--- config.mk ---
export PLATFORM = sky130hd
export DESIGN_NAME = dmem_responder
export DESIGN_NICKNAME = d
export VERILOG_FILES = /design/src/rtl/dmem_pkg.sv /design/src/rtl/dmem_ram.sv /design/src/rtl/dmem_responder.sv
export SDC_FILE = /design/constraint.sdc
export NUM_CORES = 1
export LEC_CHECK = 0
export CORE_MARGIN = 4
export CORE_UTILIZATION = 50
export CTS_BUF_LIST = sky130_fd_sc_hd__clkbuf_16
export CTS_CLUSTER_SIZE = 16
export DETAILED_ROUTE_END_ITERATION = 10
export PLACE_DENSITY = 0.67
export SLEW_MARGIN = 25
export SYNTH_ARGS = -nofsm -noshare
export SYNTH_HDL_FRONTEND = slang
export SYNTH_HIERARCHICAL = 1
export SYNTH_SLANG_ARGS = --single-unit
--- constraint.sdc ---
create_clock -name clk -period 8.25 [get_ports clk]
set_input_delay 1.65 -clock clk [delete_from_list [all_inputs] [get_ports clk]]
set_output_delay 1.65 -clock clk [all_outputs]
set_load 0.02 [all_outputs]
--- src/rtl/dmem_pkg.sv ---
// Shared types and helpers for the multi-cycle data-memory responder.
// addr_err is the single definition of a bad access, used by RTL and bench alike.
package dmem_pkg;

    localparam int WORD_W = 32;
    localparam int WS_W   = 4;

    typedef enum logic [1:0] {
        IDLE = 2'd0,
        WAIT = 2'd1,
        RESP = 2'd2
    } dmem_state_t;

    typedef struct packed {
        logic              we;
        logic [WORD_W-1:0] addr;
        logic [WORD_W-1:0] wdata;
    } dmem_req_t;

    // Misaligned byte address, or any bit set above the word-index field.
    function automatic logic addr_err(input logic [WORD_W-1:0] addr, input int addr_bits);
        logic [WORD_W-1:0] hi;
        hi = addr >> (addr_bits + 2);
        return (addr[1:0] != 2'b00) || (hi != '0);
    endfunction

endpackage

--- src/rtl/dmem_ram.sv ---
// Single-port word RAM: synchronous write, registered read.
// The read register can also be cleared synchronously so a failed load reports zero.
module dmem_ram #(
    parameter int ADDR_BITS = 5,
    parameter int DATA_W    = 32
) (
    input  logic                 clk,
    input  logic                 rst_n,
    input  logic                 we,
    input  logic                 re,
    input  logic                 clr,
    input  logic [ADDR_BITS-1:0] addr,
    input  logic [DATA_W-1:0]    wdata,
    output logic [DATA_W-1:0]    rdata
);

    logic [DATA_W-1:0] mem [0:(2**ADDR_BITS)-1];

    // Array contents survive reset; only the output register is cleared.
    always_ff @(posedge clk) begin
        if (we) mem[addr] <= wdata;
    end

    always_ff @(posedge clk or negedge rst_n) begin
        if (!rst_n)   rdata <= '0;
        else if (re)  rdata <= mem[addr];
        else if (clr) rdata <= '0;
    end

endmodule

--- src/rtl/dmem_responder.sv ---
// Load/store responder with a fixed number of wait states ahead of each response.
// Request capture, wait counter and error check sit in front of dmem_ram.
module dmem_responder
    import dmem_pkg::*;
#(
    parameter int ADDR_BITS   = 5,
    parameter int WAIT_STATES = 2
) (
    input  logic              clk,
    input  logic              clrn,
    input  logic              req,
    input  logic              we,
    input  logic [WORD_W-1:0] addr,
    input  logic [WORD_W-1:0] wdata,
    output logic              ready,
    output logic              done,
    output logic [WORD_W-1:0] rdata,
    output logic              err
);

    localparam logic [WS_W-1:0] CNT_INIT = (WAIT_STATES > 0) ? WS_W'(WAIT_STATES - 1) : '0;

    dmem_state_t          state, state_nx;
    logic [WS_W-1:0]      cnt;
    dmem_req_t            cap, cur;
    logic                 accept, commit, cur_err;
    logic                 ram_we, ram_re, ram_clr;
    logic [ADDR_BITS-1:0] widx;

    // With no wait states the commit edge is the acceptance edge, so the live
    // inputs must feed the RAM directly; otherwise the captured copy does.
    assign cur     = (state == IDLE) ? dmem_req_t'{we: we, addr: addr, wdata: wdata} : cap;
    assign accept  = (state == IDLE) && req;
    assign commit  = (accept && (WAIT_STATES == 0)) || ((state == WAIT) && (cnt == '0));
    assign cur_err = addr_err(cur.addr, ADDR_BITS);
    assign widx    = cur.addr[ADDR_BITS+1:2];

    assign ram_we  = commit &&  cur.we && !cur_err;
    assign ram_re  = commit && !cur.we && !cur_err;
    assign ram_clr = commit && !cur.we &&  cur_err;

    always_comb begin
        state_nx = state;
        unique case (state)
            IDLE: begin
                if (req) begin
                    if (WAIT_STATES == 0) state_nx = RESP;
                    else                  state_nx = WAIT;
                end
            end
            WAIT:    if (cnt == '0) state_nx = RESP;
            RESP:    state_nx = IDLE;
            default: state_nx = IDLE;
        endcase
    end

    always_ff @(posedge clk or negedge clrn) begin
        if (!clrn) begin
            state <= IDLE;
            cnt   <= '0;
            cap   <= '0;
            err   <= 1'b0;
        end else begin
            state <= state_nx;
            if (accept) begin
                cap <= cur;
                cnt <= CNT_INIT;
            end else if ((state == WAIT) && (cnt != '0)) begin
                cnt <= cnt - WS_W'(1);
            end
            if (commit) err <= cur_err;
        end
    end

    assign ready = (state == IDLE);
    assign done  = (state == RESP);

    dmem_ram #(
        .ADDR_BITS (ADDR_BITS),
        .DATA_W    (WORD_W)
    ) u_ram (
        .clk   (clk),
        .rst_n (clrn),
        .we    (ram_we),
        .re    (ram_re),
        .clr   (ram_clr),
        .addr  (widx),
        .wdata (cur.wdata),
        .rdata (rdata)
    );

endmodule

==> reports/results.txt <==
GRT Total Usage: 23.11%
Worst setup path end: u_ram/mem[26][12]
Multi-input gate area: 9661 um^2
Setup Viol. Count Final: 0
Synth Instances: 2605
Worst Tran Pin Value: 1.139 ns
Worst reg2reg endpoint: u_ram/mem[26][12]
Clock Tree Buf Depth: 3
Worst r2r src: state[0]
Pin count of the biggest net entering global routing: 150
Die width: 303.2 um
Reg2reg path depth: 9
Routed Antenna Nets: 0
EDFF count, synth: 1024
IO Pins: 103
Detailed-route DRC error count: 0
Synth unique cells: 41
CP Max Fanout: 23
Status: completed
Vias in the first global route: 23639
#FFs+latches synth: 1128
Final max-slew violation count: 0
Async set or reset register ratio after synthesis: 9.220%
Setup CP Type: in -> reg
CTS H-tree depth: 3
R2r setup slk: 3.20 ns
FF/Latch Area: 33350 um^2
CTS Buf Count: 112
Hold Fails Final Rpt: 0
Fmax: 184.3 MHz
Max-cap violations: 0
Fin crit share: 65.76%
Core area: 86620 um^2
Hold depth: 2
Kind of end point of the critical path: flip-flop
Fraction of layout cells with a size suffix above 1: 10.82%
Static Leak: 17.55 nW
Sequential share of the synthesized area: 76.54%
First-pass GRT wire length: 155900 um
Die area: 91930 um^2
Fin Clk Skew: 0.02555 ns
CP Launch Type: input port
Worst EP arrival: 5.78 ns
Final std cells w/o fill: 4003
DRT Pass-1 Iters: 5
Port-buffer cells: 102
Clock tree root buffer cell: clkbuf_16
Post-Route WL: 107300 um
Syn nets: 2675
Initial Utilization: 50.30%
Fill cell count: 6391
Die height: 303.2 um
Min cycle time layout: 5.425 ns
Maximum VDD drop: 0.0004060 V
Post-CTS Setup Bufs: 0
Initial antenna violation count: 0
DR vias: 24103
GP Congestion: 0.9023
RSZ-0062 raised after global routing: no
WL/cell: 26.80 um
Reg clk slew, reported paths: 0.06 ns
Dpl hpwl: 65670 um
Worst Setup SP: addr[25]
Grt ovf: 0
HP Class: reg -> reg
Synth Cell Area: 43570 um^2
Commonest non-fill, non-tap cell in the layout: edfxtp_1
CTS hold repair buffers: 0
Yosys Warn Count: 6
Vias/cell: 6.021
CTS tree: built
CTS sink cnt: 1128
Ys flop type: edfxtp_1
Pwr dens: 369.3 nW/um^2
Post_cts resized: 0
Setup TNS: 0 ns
Cell Count Post-Placement: 3778
Commonest non-fill, non-tap cells in the layout: 1024 x edfxtp_1, 513 x mux2i_1, 302 x nand2_1
Skew-Pair Late Insertion Delay: 0.67 ns
Mapped Avg Cell Area: 16.73 um^2
Rows: 108
Area growth syn-to-layout: 15.30%
Required time of the critical path: 8.60 ns
Dpl cell area: 46400 um^2
Slew headroom: 24.04%
1st-iter DRT viols: 2339
Layout net count: 2818
Final instance area: 50240 um^2
stage by stage:
| stage | power [W] | worst slack [ns] | hold WS, ns | util, % |
|---|---|---|---|---|
| CTS | 0.01865 | 2.958 | 0.4775 | 57.67 |
| global placement | 0.01366 | 2.297 | 0.4566 | 53.07 |
| floorplan | 0.01152 | 2.232 | 0.4451 | - |
| detailed placement | 0.01383 | 2.257 | 0.4623 | 53.57 |
| finish | 0.01855 | 2.825 | 0.4710 | 58.00 |
| global route | 0.01924 | 2.710 | 0.4893 | 58.00 |
cells in the mapped netlist, types with 8 or more instances:
cell / count / area [um^2]
nor3_1: 8 / 40.04
dfrtp_1: 104 / 2603
nor2_1: 32 / 120.1
a21oi_1: 33 / 165.2
nand3_1: 8 / 40.04
edfxtp_1: 1024 / 30750
mux2i_1: 513 / 5135
a31oi_1: 33 / 206.5
buf_6: 15 / 168.9
nor4_1: 76 / 475.5
buf_2: 81 / 405.4
nand2_1: 311 / 1167
buf_4: 9 / 67.56
clkbuf_1: 51 / 191.4
o22ai_1: 256 / 1602
where the power goes:
group	total, W	switching (W)	internal, W
logic	0.00604	0.00416	0.00188
clock network	0.00484	0.00206	0.00279
registers	0.00767	0.000175	0.00750
area by class of cell:
type / instances / share of cell area [%]
well taps: 1155 / 2.877
repair buffers: 188 / 4.376
clock inverters: 95 / 1.195
flip-flops and latches: 1128 / 66.39
multi-input cells: 1314 / 19.23
diodes: 1 / 0.004981
inverters: 4 / 0.05479
clock buffers: 118 / 5.878
how the worst min path moves through the flow:
stage,from,to
CTS,cap[0],cap[0]
finish,cap[0],cap[0]
global route,cap[0],cap[0]
global placement,cap[8],cap[8]
floorplan,cap[27],cap[27]
detailed placement,cap[34],cap[34]
kinds of logic (layout without fill, tap and decap cells):
logic type	count (synthesis)	in the layout	share of synthesized area, %
DFF	1128	1128	76.54
adders and majority gates	2	2	0.05742
muxes	514	514	11.81
buffers and inverters	163	405	2.001
AOI/OAI and AO/OA	328	328	4.617
and+or+nand+nor	468	468	4.930
xor gates and xnor gates	2	2	0.04021
other	0	1	0
critical path: stages:
cell and delay, ns:
clkdlybuf4s50_1 0.43, nor4_1 0.35, nand4_2 0.18, a22o_1 0.31
nor4b_2 0.61, nand3b_1 0.76, nor3_2 1.14, buf_12 0.29
sequential cells by signal, summed over array words and instances (netlist names):
name and flops:
state 2, u_ram/mem 1024, u_ram/rdata 32, cap 65, err 1, cnt 4
metal layers:
layer  track usage [%]  wire [um]  share of wire [%]
met1             32.14      43790                 41
met2             38.23      52530                 49
met3             3.325       7702                7.2
met4             7.188       3260                3.0
met5                 0          0                  0
Note: power is estimated with default switching activity, not from simulation.
